`config.mk`:
```
export PLATFORM = sky130hd
export DESIGN_NAME = cqf_tx_scheduler
export DESIGN_NICKNAME = d
export VERILOG_FILES = /design/src/rtl/cqf_pkg.sv /design/src/rtl/cqf_cycle_timer.sv /design/src/rtl/cqf_tx_scheduler.sv
export SDC_FILE = /design/constraint.sdc
export NUM_CORES = 1
export LEC_CHECK = 0
export BUFFER_PORTS_ARGS = -buffer_cell sky130_fd_sc_hd__buf_4
export CAP_MARGIN = 20
export CORE_UTILIZATION = 35
export DETAILED_ROUTE_END_ITERATION = 16
export PLACE_DENSITY = 0.57
export REMOVE_ABC_BUFFERS = 1
export SETUP_SLACK_MARGIN = 0.1
export SYNTH_ARGS = -nofsm -noshare
export SYNTH_HDL_FRONTEND = slang
export SYNTH_HIERARCHICAL = 1
export SYNTH_SLANG_ARGS = --single-unit
export TNS_END_PERCENT = 50
```
`constraint.sdc`:
```
create_clock -name clk_i -period 4.4 [get_ports clk_i]
set_input_delay 0.44 -clock clk_i [delete_from_list [all_inputs] [get_ports clk_i]]
set_output_delay 0.44 -clock clk_i [all_outputs]
set_load 0.1 [all_outputs]
```
`src/rtl/cqf_pkg.sv`:
```
// Shared types and constants for the CQF transmit scheduler: FSM state
// encoding, byte width and the elaboration-time parameter legality check.
package cqf_pkg;

  localparam int BYTE_W = 8;

  typedef enum logic [1:0] {
    ST_IDLE  = 2'd0,
    ST_DRAIN = 2'd1,
    ST_DONE  = 2'd2
  } cqf_state_e;

  // A guard of at least one clock keeps the wrap clock outside the drain window.
  function automatic bit cqf_params_ok(input int cycle_len, input int guard, input int cnt_w);
    longint span;
    if (cnt_w < 1 || cnt_w > 31) return 1'b0;
    span = longint'(1) << cnt_w;
    return (guard >= 1) && (cycle_len > guard + 4) && (span >= longint'(cycle_len));
  endfunction

endpackage

```
`src/rtl/cqf_cycle_timer.sv`:
```
// CQF cycle timer: free-running cycle counter, drain window, queue-select
// toggle on the wrap clock and a cycle-start pulse on the first clock of a cycle.
module cqf_cycle_timer #(
  parameter int CYCLE_LEN = 1000,
  parameter int GUARD     = 16,
  parameter int CNT_W     = 16
) (
  input  logic             clk_i,
  input  logic             rst_i,
  output logic [CNT_W-1:0] cnt_o,
  output logic             wrap_o,
  output logic             drain_win_o,
  output logic             fifo_sel_o,
  output logic             cycle_start_o
);

  localparam logic [CNT_W-1:0] LAST    = CNT_W'(CYCLE_LEN - 1);
  localparam logic [CNT_W-1:0] WIN_END = CNT_W'(CYCLE_LEN - GUARD);

  logic [CNT_W-1:0] cnt_q, cnt_d;
  logic             sel_q, sel_d;
  logic             start_q, start_d;
  logic             wrap;

  assign wrap = (cnt_q == LAST);

  always_comb begin
    cnt_d   = wrap ? '0 : cnt_q + 1'b1;
    sel_d   = sel_q ^ wrap;
    start_d = wrap;
  end

  always_ff @(posedge clk_i) begin
    if (rst_i) begin
      cnt_q   <= '0;
      sel_q   <= 1'b0;
      start_q <= 1'b0;
    end else begin
      cnt_q   <= cnt_d;
      sel_q   <= sel_d;
      start_q <= start_d;
    end
  end

  assign cnt_o         = cnt_q;
  assign wrap_o        = wrap;
  assign drain_win_o   = (cnt_q < WIN_END);
  assign fifo_sel_o    = sel_q;
  assign cycle_start_o = start_q;

endmodule

```
`src/rtl/cqf_tx_scheduler.sv`:
```
// CQF transmit scheduler: drains the queue not being written this cycle into
// the egress MAC byte stream and counts cycles that end with residue left over.
module cqf_tx_scheduler
  import cqf_pkg::*;
#(
  parameter int CYCLE_LEN = 1000,
  parameter int GUARD     = 16,
  parameter int CNT_W     = 16,
  parameter int LATE_W    = 16
) (
  input  logic              clk_i,
  input  logic              rst_i,
  output logic              fifo_sel_o,
  output logic              req_o,
  input  logic              ack_i,
  input  logic [BYTE_W-1:0] data_i,
  input  logic [1:0]        status_i,
  input  logic              tx_rdy_i,
  output logic              tx_vld_o,
  output logic [BYTE_W-1:0] tx_data_o,
  output logic              tx_end_o,
  output logic              cycle_start_o,
  output logic [LATE_W-1:0] late_cnt_o,
  output cqf_state_e        dbg_state_o,
  output logic [CNT_W-1:0]  dbg_cnt_o
);

  if (!cqf_params_ok(CYCLE_LEN, GUARD, CNT_W)) begin : g_param_check
    $error("cqf_tx_scheduler: illegal CYCLE_LEN/GUARD/CNT_W combination");
  end

  logic             wrap;
  logic             drain_win;
  logic             sel;
  logic [CNT_W-1:0] cnt;

  cqf_cycle_timer #(
    .CYCLE_LEN(CYCLE_LEN),
    .GUARD    (GUARD),
    .CNT_W    (CNT_W)
  ) u_timer (
    .clk_i        (clk_i),
    .rst_i        (rst_i),
    .cnt_o        (cnt),
    .wrap_o       (wrap),
    .drain_win_o  (drain_win),
    .fifo_sel_o   (sel),
    .cycle_start_o(cycle_start_o)
  );

  cqf_state_e        state_q, state_d;
  logic              rd_q, rd_d;
  logic              vld_q, vld_d;
  logic [BYTE_W-1:0] data_q, data_d;
  logic [LATE_W-1:0] late_q, late_d;
  logic              frame_rdy;
  logic              req;
  logic              tx_end;

  // The drained queue is always the one the ingress side is not writing.
  assign frame_rdy = status_i[~sel];
  assign req       = (state_q == ST_DRAIN) && drain_win && tx_rdy_i;

  always_comb begin
    state_d = state_q;
    tx_end  = 1'b0;
    case (state_q)
      ST_IDLE: begin
        if (drain_win && frame_rdy) state_d = ST_DRAIN;
      end
      ST_DRAIN: begin
        if (!ack_i) begin
          state_d = ST_DONE;
          tx_end  = 1'b1;
        end else if (!drain_win) begin
          state_d = ST_IDLE;
        end
      end
      ST_DONE: state_d = ST_DONE;
      default: state_d = ST_IDLE;
    endcase
    if (wrap) state_d = ST_IDLE;
  end

  // Read data arrives one clock after the read; it is registered once more
  // so the byte stream is a clean register output.
  always_comb begin
    rd_d   = req && ack_i;
    vld_d  = rd_q;
    data_d = rd_q ? data_i : data_q;
    late_d = (wrap && ack_i && (late_q != '1)) ? late_q + 1'b1 : late_q;
  end

  always_ff @(posedge clk_i) begin
    if (rst_i) begin
      state_q <= ST_IDLE;
      rd_q    <= 1'b0;
      vld_q   <= 1'b0;
      data_q  <= '0;
      late_q  <= '0;
    end else begin
      state_q <= state_d;
      rd_q    <= rd_d;
      vld_q   <= vld_d;
      data_q  <= data_d;
      late_q  <= late_d;
    end
  end

  assign fifo_sel_o  = sel;
  assign req_o       = req;
  assign tx_vld_o    = vld_q;
  assign tx_data_o   = data_q;
  assign tx_end_o    = tx_end;
  assign late_cnt_o  = late_q;
  assign dbg_state_o = state_q;
  assign dbg_cnt_o   = cnt;

endmodule

```
==> results of run 1 <==
sequential cells by signal, indices dropped and copies added, names as in the netlist:
name,count
dbg_state_o,2
late_cnt_o,16
rd_q,1
tx_data_o,8
tx_vld_o,1
u_timer/cnt_o,16
u_timer/cycle_start_o,1
u_timer/fifo_sel_o,1
worst max path at each step:
stage,to,slack (ns),cells after the start
floorplan,req_o,0.20,4
global placement,late_cnt_o[15]$_SDFFE_PP0P_,1.67,7
detailed placement,late_cnt_o[15]$_SDFFE_PP0P_,1.60,7
CTS,late_cnt_o[15]$_SDFFE_PP0P_,1.57,7
global route,req_o,1.42,5
finish,late_cnt_o[13]$_SDFFE_PP0P_,1.57,7
logic make-up after synthesis:
kind of cell / share of synthesized area [%]
mux: 4.97
flops: 45.1
xor+xnor: 6.87
compound gates: 8.89
simple gates: 29.6
fa+ha+maj: 1.23
buf+inv: 3.31
metal layers:
layer	up-vias	global-route usage (%)	wire length (um)
li1	937	-	-
met1	829	20.4	2220
met2	50	24.9	2020
met3	7	3.95	244
met4	0	7.04	65
met5	-	0	0
Yosys cell counts, drive strengths merged (2+ instances only):
cell and number:
or3 6, nand2 14, nand3 7, o21ai 6, clkbuf 3, nor3 7
nor2b 2, nand4 9, nor4 8, nor2 36, nand2b 2, a21oi 16
o31ai 6, mux2i 9, or4 8, xnor2 11, ha 2, dfxtp 46
and4 2, and3 5, inv 6, buf 4, xor2 5
power by group through the flow:
stage | Sequential, mW | Combinational [mW] | Clock, mW
after global routing | 0.427 | 0.0836 | 0.296
after detailed placement | 0.436 | 0.0797 | 0
final | 0.426 | 0.0790 | 0.270
after CTS | 0.426 | 0.0797 | 0.280
after floorplan | 0.469 | 0.0196 | 0
after global placement | 0.436 | 0.0794 | 0
final cells by class:
| class | count | area [um^2] |
|---|---|---|
| Fill cell | 553 | 2950 |
| Clock buffer | 7 | 86.3 |
| Sequential cell | 46 | 921 |
| Inverter | 6 | 22.5 |
| Tap cell | 72 | 90.1 |
| Multi-Input combinational cell | 168 | 1050 |
| Timing Repair Buffer | 60 | 450 |
| Clock inverter | 1 | 5.00 |
worst register-to-register path, delay by kind of cell, from the launching register on:
family                 cells  cell delay (ns)
flip-flops                 1             0.35
buffers and inverters      1             0.14
AND/OR/NAND/NOR            5             2.15
AO/OA/AOI/OAI              1             0.14
through the flow:
stage	setup slack, ns	total power, mW	area, um^2
floorplan	0.199	0.489	2000
global placement	1.67	0.515	2540
detailed placement	1.60	0.515	2540
CTS	1.57	0.786	2630
global route	1.42	0.806	2630
finish	1.57	0.774	2630
==> results.txt, run 1 <==
Routed WL per cell -> 12.6 um
Final Max Tran Viols -> 0
Yosys cell types -> 37
Antenna diode count -> 0
Postcts setup bufs -> 0
Starting Density -> 36.6%
Largest net degree at the start of global routing -> 33
Crit start category -> flop
Worst-path clk slew -> 0.09 ns
Vias -> 1823
Hold_sp -> data_i[2]
Total grt overflow -> 0
Worst setup path startpoint -> u_timer/cnt_o[10]$_SDFF_PP0_
Combinational share of power -> 10.2%
First-pass DRT Iterations -> 4
Hold Path End -> tx_data_o[2]$_SDFFE_PP0P_
Async SR Flop Fraction -> 0%
Syn Inst Count -> 227
Share of cells above drive strength 1 -> 25.3%
Main synth FF type -> dfxtp_1
First-pass GRT wire length -> 7690 um
# Max-Cap Violations -> 0
Resize count post-CTS -> 0
DR DRC count -> 0
Largest stage delay on the critical path -> 0.59 ns
CP max stage cell -> or4_4
Period minus WS final -> 2.83 ns
Initial antenna violation count -> 0
Fmax -> 354 MHz
DRT antenna net count -> 0
Post-Layout Cell Count -> 360
Post-DP HPWL -> 3250 um
Sequential share of the synthesized area -> 45.1%
Worst setup EP type -> flop
Kind of critical path -> reg2reg
Layout Utilization -> 47.1%
FF-to-FF Start -> u_timer/cnt_o[10]$_SDFF_PP0_
Number of buffers created by CTS -> 5
Status -> finished, final reports clean
Pwr dens -> 295 nW/um^2
VDD IR max -> 143 uV
Final nets -> 303
Worst Hold Class -> in2reg
RSZ-0062 raised after global routing -> no
Core Region -> 5570 um^2
Sw Share -> 26.6%
Fin. Hold Viols -> 0
Commonest cells after routing, fill and taps aside -> buf_4, dfxtp_1, nor2_1, a21oi_1, nand2_1
Gpl congestion -> 0.822
Die Wd -> 78.4 um
Clock Skews -> 0.00456 ns
Die area -> 6140 um^2
Synth-to-layout area growth -> 28.8%
Critical Path RT -> 4.64 ns
Worst path most repeated cell -> or4_1
Hold Crit Depth -> 3
Worst Tran Pin Value -> 0.834 ns
Sequential share of power -> 55.0%
Post-synth EDFFs -> 0
Clock buffer depth -> 2
Worst hold margin -> 0.374 ns
FF-to-FF path depth -> 7
IO Port Bufs -> 60
Worst-Skew Late Latency -> 0.30 ns
Cell Chain, Critical Path -> or4_1, or4_4, inv_1, and4_1, nand4_2, or4_1, a21oi_1
Synth Cell Area -> 2040 um^2
Period utilization -> 64.3%
Synth Register Bits -> 46
DR iter-0 viols -> 96
WP data arrival -> 3.07 ns
# IOs -> 61
Commonest non-fill, non-tap cell in the layout -> buf_4
Worst-path maximum fanout -> 6
Ys Warns -> 6
Synth top area cells -> dfxtp_1, nor2_1, xnor2_1
# hold bufs at CTS -> 0
Worst Path Buf+Inv -> 1
Post-synth top area cell -> dfxtp_1
Post-synth top area share -> 45.1%
P_int -> 0.568 mW
Post-Place Cells -> 352
H-Tree Depth -> 2
CP delay by family, top -> simple AND/OR/NAND/NOR gates
Final setup TNS -> 0 ns
Worst reg2reg setup slack -> 1.57 ns
Vias per std cell -> 5.06
Clock Sink Count -> 46
NetSw -> 0.206 mW
Clock power share -> 34.8%
Worst flop-to-flop path endpoint -> late_cnt_o[13]$_SDFFE_PP0P_
Vias in the first global route -> 1679
GRT Util Overall -> 15.8%
CTS tree -> done
Die H -> 78.4 um
Root buffer cell -> clkbuf_8
Mean Syn Cell Area -> 8.99 um^2
Slew margin rel. -> 44.0%
Row Count -> 27
Leakage power -> 1.06 nW
Post-Route WL -> 4550 um
Final setup fails -> 0
Note: power is estimated with default switching activity, not from simulation.
==> inputs of run 2 (changes only) <==
--- a/config.mk
+++ b/config.mk
@@ -5,11 +5,12 @@
 export SDC_FILE = /design/constraint.sdc
 export NUM_CORES = 1
 export LEC_CHECK = 0
+export ABC_AREA = 1
 export BUFFER_PORTS_ARGS = -buffer_cell sky130_fd_sc_hd__buf_4
 export CAP_MARGIN = 20
 export CORE_UTILIZATION = 35
 export DETAILED_ROUTE_END_ITERATION = 16
-export PLACE_DENSITY = 0.57
+export PLACE_DENSITY = 0.56
 export REMOVE_ABC_BUFFERS = 1
 export SETUP_SLACK_MARGIN = 0.1
 export SYNTH_ARGS = -nofsm -noshare
==> constraint.sdc (replaced) <==
create_clock -name clk_i -period 2.62 [get_ports clk_i]
set_input_delay 0.262 -clock clk_i [delete_from_list [all_inputs] [get_ports clk_i]]
set_output_delay 0.262 -clock clk_i [all_outputs]
set_load 0.1 [all_outputs]
==> results.txt, run 2 <==
Die H -> 84.6 um (was 78.4 um)
Worst Hold Class -> in2reg (unchanged)
Hold_sp -> data_i[3] (was data_i[2])
Failing checks -> DRC
Layout Utilization -> 46.1% (was 47.1%)
Postcts setup bufs -> 0 (unchanged)
Vias in the first global route -> 2044 (was 1679)
Fillcell total -> 704 (was 553)
Vias -> 2299 (was 1823)
Final nets -> 432 (was 303)
DRT antenna net count -> 0 (unchanged)
Worst-path maximum fanout -> 8 (was 6)
CP max stage cell -> dfxtp_1 (was or4_4)
Worst Tran Pin Value -> 0.615 ns (was 0.834 ns)
# Max-Cap Violations -> 0 (unchanged)
Total grt overflow -> 0 (unchanged)
Fmax -> 475 MHz (was 354 MHz)
Hold Crit Depth -> 3 (unchanged)
Commonest cells after routing, fill and taps aside -> nand2_1, nor2_1, buf_4, dfxtp_1, inv_1 (was buf_4, dfxtp_1, nor2_1, a21oi_1, nand2_1)
Synth Register Bits -> 46 (unchanged)
IO Port Bufs -> 60 (unchanged)
Final setup fails -> 0 (unchanged)
Final Total Pwr -> 1.33 mW (was 0.774 mW)
Yosys cell types -> 30 (was 37)
Leakage power -> 1.31 nW (was 1.06 nW)
RSZ-0062 raised after global routing -> no (unchanged)
Root buffer cell -> clkbuf_8 (unchanged)
Syn Inst Count -> 355 (was 227)
FF-to-FF Start -> u_timer/cnt_o[0]$_SDFF_PP0_ (was u_timer/cnt_o[10]$_SDFF_PP0_)
Synth-to-layout area growth -> 24.7% (was 28.8%)
H-Tree Depth -> 2 (unchanged)
Slew margin rel. -> 58.9% (was 44.0%)
Status -> finished with violations (was finished, final reports clean)
First-pass DRT Iterations -> 10 (was 4)
Worst hold margin -> 0.176 ns (was 0.374 ns)
Kind of critical path -> reg2reg (unchanged)
Clock Skews -> 0.00849 ns (was 0.00456 ns)
Initial antenna violation count -> 0 (unchanged)
Design Area, Final -> 2980 um^2 (was 2630 um^2)
Gpl congestion -> 0.833 (was 0.822)
Clock buffer depth -> 2 (unchanged)
FF-to-FF path depth -> 15 (was 7)
Multi-input logic area -> 1250 um^2 (was 1050 um^2)
Period minus WS final -> 2.11 ns (was 2.83 ns)
CP delay by family, top -> simple AND/OR/NAND/NOR gates (unchanged)
DR iter-0 viols -> 134 (was 96)
Largest stage delay on the critical path -> 0.41 ns (was 0.59 ns)
Cell Chain, Critical Path -> ha_1, nand2_2, inv_2, nand2_1, nor2_4, nand2_4, inv_1, nand2_1, inv_1, nand2_1, nor2_2, nand2_1, nand2_1, inv_1, nor2_1 (was or4_1, or4_4, inv_1, and4_1, nand4_2, or4_1, a21oi_1)
Synth top cells by count -> nand2_1, nor2_1, dfxtp_1 (was dfxtp_1, nor2_1, a21oi_1)
Critical Path RT -> 2.86 ns (was 4.64 ns)
Final Max Tran Viols -> 0 (unchanged)
Number of buffers created by CTS -> 5 (unchanged)
VDD IR max -> 240 uV (was 143 uV)
Die area -> 7150 um^2 (was 6140 um^2)
GRT Util Overall -> 16.6% (was 15.8%)
Fin. Hold Viols -> 0 (unchanged)
Worst Path Buf+Inv -> 4 (was 1)
Routed WL per cell -> 11.7 um (was 12.6 um)
Mean Syn Cell Area -> 6.72 um^2 (was 8.99 um^2)
Antenna diode count -> 0 (unchanged)
Post-Route WL -> 5760 um (was 4550 um)
Worst setup EP type -> flop (unchanged)
Row Count -> 29 (was 27)
Commonest non-fill, non-tap cell in the layout -> nand2_1 (was buf_4)
CTS tree -> done (unchanged)
Clock Sink Count -> 46 (unchanged)
Post-synth EDFFs -> 0 (unchanged)
Period utilization -> 80.4% (was 64.3%)
Async SR Flop Fraction -> 0% (unchanged)
Worst-path clk slew -> 0.09 ns (about the same)
Core Region -> 6460 um^2 (was 5570 um^2)
Largest net degree at the start of global routing -> 21 (was 33)
Worst flop-to-flop path endpoint -> late_cnt_o[8]$_SDFFE_PP0P_ (was late_cnt_o[13]$_SDFFE_PP0P_)
Synth Cell Area -> 2390 um^2 (was 2040 um^2)
Die Wd -> 84.6 um (was 78.4 um)
First-pass GRT wire length -> 9680 um (was 7690 um)
# hold bufs at CTS -> 0 (unchanged)
Worst reg2reg setup slack -> 0.51 ns (was 1.57 ns)
Storage cell area -> 921 um^2 (unchanged)
Resize count post-CTS -> 0 (unchanged)
Synth top area cells -> dfxtp_1, nand2_1, nor2_1 (was dfxtp_1, nor2_1, xnor2_1)
Starting Density -> 36.9% (was 36.6%)
Pwr dens -> 447 nW/um^2 (was 295 nW/um^2)
Placed cell areas -> 2880 um^2 (was 2540 um^2)
Cell with the most instances after synthesis -> nand2_1 (was dfxtp_1)
Ys Warns -> 6 (unchanged)
Post-synth top area share -> 38.6% (was 45.1%)
# IOs -> 61 (unchanged)
Worst path most repeated cell -> nand2_1 (was or4_1)
Hold Path End -> tx_data_o[3]$_SDFFE_PP0P_ (was tx_data_o[2]$_SDFFE_PP0P_)
Main synth FF type -> dfxtp_1 (unchanged)
Crit start category -> flop (unchanged)
Worst-Skew Late Latency -> 0.30 ns (about the same)
Vias per std cell -> 4.65 (was 5.06)
Sequential share of the synthesized area -> 38.6% (was 45.1%)
DR DRC count -> 4 (was 0)
Post-DP HPWL -> 4290 um (was 3250 um)
Share of cells above drive strength 1 -> 24.5% (was 25.3%)
WP data arrival -> 2.35 ns (was 3.07 ns)
Post-synth top area cell -> dfxtp_1 (unchanged)
run 2: changes by cell type in the layout (fill, tap and decap cells not counted), sizes merged, moves of 7 or more:
cell	delta
nor4	-7
nand3	+22
nor2	+49
xnor2	-10
nand2	+72
mux2i	-9
or4	-8
inv	+36
run 2: worst register-to-register path: cells and delay by family, from the launching register on:
family        cells  cell delay [ns]
simple gates     10             0.98
buf+inv           4             0.42
fa+ha+maj         1             0.23
flops             1             0.41
run 2: layout make-up:
type                       count  area share [%]
multi-input combinational    260            42.1
sequential                    46            31.0
timing repair buffer          60            15.1
inverter                      43            5.42
tap                           77            3.24
clock buffer                   5            2.31
clock inverter                 3           0.799
run 2: cell families (layout without fill, tap and decap cells):
kind of cell | after synthesis | count (layout) | share of synthesized area, %
XOR/XNOR | 4 | 4 | 1.47
flip-flops | 46 | 46 | 38.6
AND/OR/NAND/NOR | 220 | 220 | 41.8
adder cells (fa/ha/maj) | 2 | 2 | 1.05
buffers and inverters | 49 | 111 | 8.86
AO/OA/AOI/OAI | 34 | 34 | 8.18
run 2: routing by layer:
| layer | GRT usage [%] | vias up | wire (um) |
|---|---|---|---|
| met5 | 0 | - | 0 |
| met4 | 4.78 | 0 | 50 |
| met3 | 3.05 | 5 | 191 |
| met2 | 26.8 | 37 | 2530 |
| met1 | 22.7 | 1021 | 2990 |
| li1 | - | 1236 | - |
run 2: through the flow:
| step | worst slack (ns) | std cells | setup TNS [ns] |
|---|---|---|---|
| 2_1_floorplan | -0.551 | 349 | -0.850 |
| 3_3_place_gp | 0.603 | 486 | 0 |
| 3_5_place_dp | 0.540 | 486 | 0 |
| 4_1_cts | 0.497 | 494 | 0 |
| 5_1_grt | 0.243 | 494 | 0 |
| 6_report | 0.514 | 494 | 0 |
run 2: how the worst max path moves through the flow:
stage / start / endpoint / slack, ns / cells after the start
global route: u_timer/cnt_o[0]$_SDFF_PP0_ / late_cnt_o[12]$_SDFFE_PP0P_ / 0.24 / 13
finish: u_timer/cnt_o[0]$_SDFF_PP0_ / late_cnt_o[8]$_SDFFE_PP0P_ / 0.51 / 15
global placement: u_timer/cnt_o[0]$_SDFF_PP0_ / late_cnt_o[8]$_SDFFE_PP0P_ / 0.60 / 14
CTS: u_timer/cnt_o[0]$_SDFF_PP0_ / late_cnt_o[8]$_SDFFE_PP0P_ / 0.50 / 15
floorplan: u_timer/cnt_o[10]$_SDFF_PP0_ / req_o / -0.55 / 6
detailed placement: u_timer/cnt_o[0]$_SDFF_PP0_ / late_cnt_o[8]$_SDFFE_PP0P_ / 0.54 / 15
run 2: power by group:
group	internal (mW)	switching [mW]
logic	0.0383	0.120
registers	0.709	0.00960
clock network	0.191	0.264
total	0.938	0.393
==> inputs of run 3 (changes only) <==
--- a/config.mk
+++ b/config.mk
@@ -5,12 +5,12 @@
 export SDC_FILE = /design/constraint.sdc
 export NUM_CORES = 1
 export LEC_CHECK = 0
-export ABC_AREA = 1
+export ABC_AREA = 0
 export BUFFER_PORTS_ARGS = -buffer_cell sky130_fd_sc_hd__buf_4
 export CAP_MARGIN = 20
 export CORE_UTILIZATION = 35
 export DETAILED_ROUTE_END_ITERATION = 16
-export PLACE_DENSITY = 0.56
+export PLACE_DENSITY = 0.57
 export REMOVE_ABC_BUFFERS = 1
 export SETUP_SLACK_MARGIN = 0.1
 export SYNTH_ARGS = -nofsm -noshare
==> constraint.sdc (replaced) <==
create_clock -name clk_i -period 2.2 [get_ports clk_i]
set_input_delay 0.22 -clock clk_i [delete_from_list [all_inputs] [get_ports clk_i]]
set_output_delay 0.22 -clock clk_i [all_outputs]
set_load 0.1 [all_outputs]
==> results.txt, run 3 (same netlist as run 1, synthesis figures left out) <==
Status -> finished with violations (unchanged)
Failing checks -> setup timing (was DRC)
Share of cells above drive strength 1 -> 40.7% (was 24.5%)
CP max stage cell -> or4_4 (was dfxtp_1)
Worst flop-to-flop path endpoint -> late_cnt_o[13]$_SDFFE_PP0P_ (was late_cnt_o[8]$_SDFFE_PP0P_)
Fin. Hold Viols -> 0 (unchanged)
# IOs -> 61 (unchanged)
VDD IR max -> 372 uV (was 240 uV)
P_int -> 1.23 mW (was 0.938 mW)
FF-to-FF path depth -> 7 (was 15)
Vias in the first global route -> 1903 (was 2044)
Critical Path RT -> 2.44 ns (was 2.86 ns)
Final Total Pwr -> 1.65 mW (was 1.33 mW)
Final nets -> 337 (was 432)
NetSw -> 0.417 mW (was 0.393 mW)
Post-Layout Cell Count -> 394 (was 494)
Kind of critical path -> reg2reg (unchanged)
Period utilization -> 112% (was 80.4%)
Worst path most repeated cell -> or4_4 (was nand2_1)
CTS tree -> done (unchanged)
# Max-Cap Violations -> 0 (unchanged)
Clock Skews -> 0.00830 ns (was 0.00849 ns)
Row Count -> 27 (was 29)
Total grt overflow -> 0 (unchanged)
Post-Place Cells -> 382 (was 486)
Worst setup EP type -> flop (unchanged)
Slew margin rel. -> 67.8% (was 58.9%)
Routed WL per cell -> 12.8 um (was 11.7 um)
Post-DP HPWL -> 3580 um (was 4290 um)
Hold Crit Depth -> 3 (unchanged)
Largest net degree at the start of global routing -> 33 (was 21)
Starting Density -> 36.6% (was 36.9%)
Worst Path Buf+Inv -> 1 (was 4)
Gpl congestion -> 0.793 (was 0.833)
Design Area, Final -> 3080 um^2 (was 2980 um^2)
Min setup slack post-route -> -0.269 ns (was 0.514 ns)
Layout Utilization -> 55.2% (was 46.1%)
Worst-Skew Late Latency -> 0.30 ns (about the same)
Clock Sink Count -> 46 (unchanged)
GRT Util Overall -> 17.7% (was 16.6%)
Period minus WS final -> 2.47 ns (was 2.11 ns)
Core Region -> 5570 um^2 (was 6460 um^2)
Initial antenna violation count -> 0 (unchanged)
Worst Tran Pin Value -> 0.483 ns (was 0.615 ns)
Commonest cells after routing, fill and taps aside -> buf_4, dfxtp_1, nor2_1, nand2_1, a21oi_1 (was nand2_1, nor2_1, buf_4, dfxtp_1, inv_1)
Worst reg2reg setup slack -> -0.27 ns (was 0.51 ns)
H-Tree Depth -> 2 (unchanged)
Clock buffer depth -> 2 (unchanged)
WP data arrival -> 2.71 ns (was 2.35 ns)
First-pass DRT Iterations -> 4 (was 10)
DRT antenna net count -> 0 (unchanged)
Vias -> 1986 (was 2299)
Root buffer cell -> clkbuf_8 (unchanged)
IO Port Bufs -> 60 (unchanged)
Pre-CTS setup slack -> -0.452 ns (was 0.540 ns)
Leakage power -> 1.31 nW (about the same)
Post-Route WL -> 5050 um (was 5760 um)
Placed cell areas -> 2770 um^2 (was 2880 um^2)
Antenna diode count -> 0 (unchanged)
CP delay by family, top -> simple AND/OR/NAND/NOR gates (unchanged)
Worst hold margin -> 0.151 ns (was 0.176 ns)
Die Wd -> 78.4 um (was 84.6 um)
Sw Share -> 25.3% (was 29.5%)
Combinational share of power -> 10.7% (was 11.9%)
DR iter-0 viols -> 129 (was 134)
Worst Hold Class -> in2reg (unchanged)
Synth-to-layout area growth -> 50.7% (was 24.7%)
RSZ-0062 raised after global routing -> yes (was no)
Fmax -> 405 MHz (was 475 MHz)
Hold Path End -> tx_data_o[6]$_SDFFE_PP0P_ (was tx_data_o[3]$_SDFFE_PP0P_)
Crit start category -> flop (unchanged)
Die area -> 6140 um^2 (was 7150 um^2)
First-pass GRT wire length -> 8610 um (was 9680 um)
Number of buffers created by CTS -> 5 (unchanged)
Clock power share -> 37.7% (was 34.2%)
DR DRC count -> 0 (was 4)
Commonest non-fill, non-tap cell in the layout -> buf_4 (was nand2_1)
Sequential share of power -> 51.6% (was 54.0%)
Worst-path clk slew -> 0.09 ns (about the same)
FF-to-FF Start -> u_timer/cnt_o[10]$_SDFF_PP0_ (was u_timer/cnt_o[0]$_SDFF_PP0_)
Worst-path maximum fanout -> 5 (was 8)
Hold_sp -> data_i[6] (was data_i[3])
Final Max Tran Viols -> 0 (unchanged)
Vias per std cell -> 5.04 (was 4.65)
Largest stage delay on the critical path -> 0.55 ns (was 0.41 ns)
Pwr dens -> 535 nW/um^2 (was 447 nW/um^2)
Die H -> 78.4 um (was 84.6 um)
Final setup fails -> 16 (was 0)
Final setup TNS -> -2.27 ns (was 0 ns)
Cell Chain, Critical Path -> or4_4, or4_4, inv_4, and4_4, nand4_4, or4_4, a21oi_2 (was ha_1, nand2_2, inv_2, nand2_1, nor2_4, nand2_4, inv_1, nand2_1, inv_1, nand2_1, nor2_2, nand2_1, nand2_1, inv_1, nor2_1)
[run 3: cell types whose count changed in the layout (fill, tap and decap cells not counted), moves of 6 or more]
cell | previous run | this run
nor2_1 | 70 | 35
or3_1 | 0 | 6
nor2_2 | 12 | 1
nand3_1 | 27 | 7
buf_4 | 60 | 89
o21ai_0 | 11 | 0
nand2_1 | 80 | 12
inv_1 | 36 | 5
mux2i_1 | 0 | 9
xnor2_1 | 1 | 11
[run 3: worst max-delay path by stage]
stage | end | slack [ns] | cells past startpoint | startpoint
after floorplan | rd_q$_SDFF_PP0_ | -1.99 | 5 | u_timer/cnt_o[10]$_SDFF_PP0_
after global placement | late_cnt_o[15]$_SDFFE_PP0P_ | -0.39 | 7 | u_timer/cnt_o[10]$_SDFF_PP0_
after detailed placement | late_cnt_o[13]$_SDFFE_PP0P_ | -0.45 | 7 | u_timer/cnt_o[10]$_SDFF_PP0_
after CTS | req_o | -0.25 | 6 | u_timer/cnt_o[10]$_SDFF_PP0_
after global routing | late_cnt_o[15]$_SDFFE_PP0P_ | -0.33 | 7 | u_timer/cnt_o[10]$_SDFF_PP0_
final | late_cnt_o[13]$_SDFFE_PP0P_ | -0.27 | 7 | u_timer/cnt_o[10]$_SDFF_PP0_
[run 3: timing repair]
action / CTS / global route
cloned: 0 / 0
hold endpoints to repair: 0 / 0
pin swaps: 19 / 2
buffers inserted: 4 / 0
endpoints found under the setup margin: 17 / 17
hold buffers: 0 / 0
resized for setup: 21 / 15
[run 3: power by group through the flow]
stage	Clock (mW)	Combinational (mW)	Sequential, mW
2_1_floorplan	0	0.0392	0.939
3_3_place_gp	0	0.173	0.869
3_5_place_dp	0	0.173	0.869
4_1_cts	0.640	0.176	0.849
5_1_grt	0.674	0.184	0.851
6_report	0.620	0.176	0.850
[run 3: layout make-up]
type | count | area (um^2)
clock buffer | 5 | 68.8
multi-input combinational | 168 | 1200
inverter | 6 | 25.0
clock inverter | 3 | 40.0
tap | 72 | 90.1
sequential | 46 | 922
timing repair buffer | 94 | 733
fill | 549 | 2500
[run 3: tightest hold or removal path: stages]
cell	delay, ns
buf_4	0.08
mux2i_1	0.05
nor2_1	0.07
[run 3: layer usage]
| layer | share of wire [%] | global-route usage, % | vias up |
|---|---|---|---|
| met2 | 48 | 31.1 | 62 |
| met4 | 1.3 | 6.85 | 0 |
| met1 | 44 | 20.7 | 913 |
| met5 | 0 | 0 | - |
| met3 | 5.8 | 4.07 | 7 |
| li1 | - | - | 1004 |
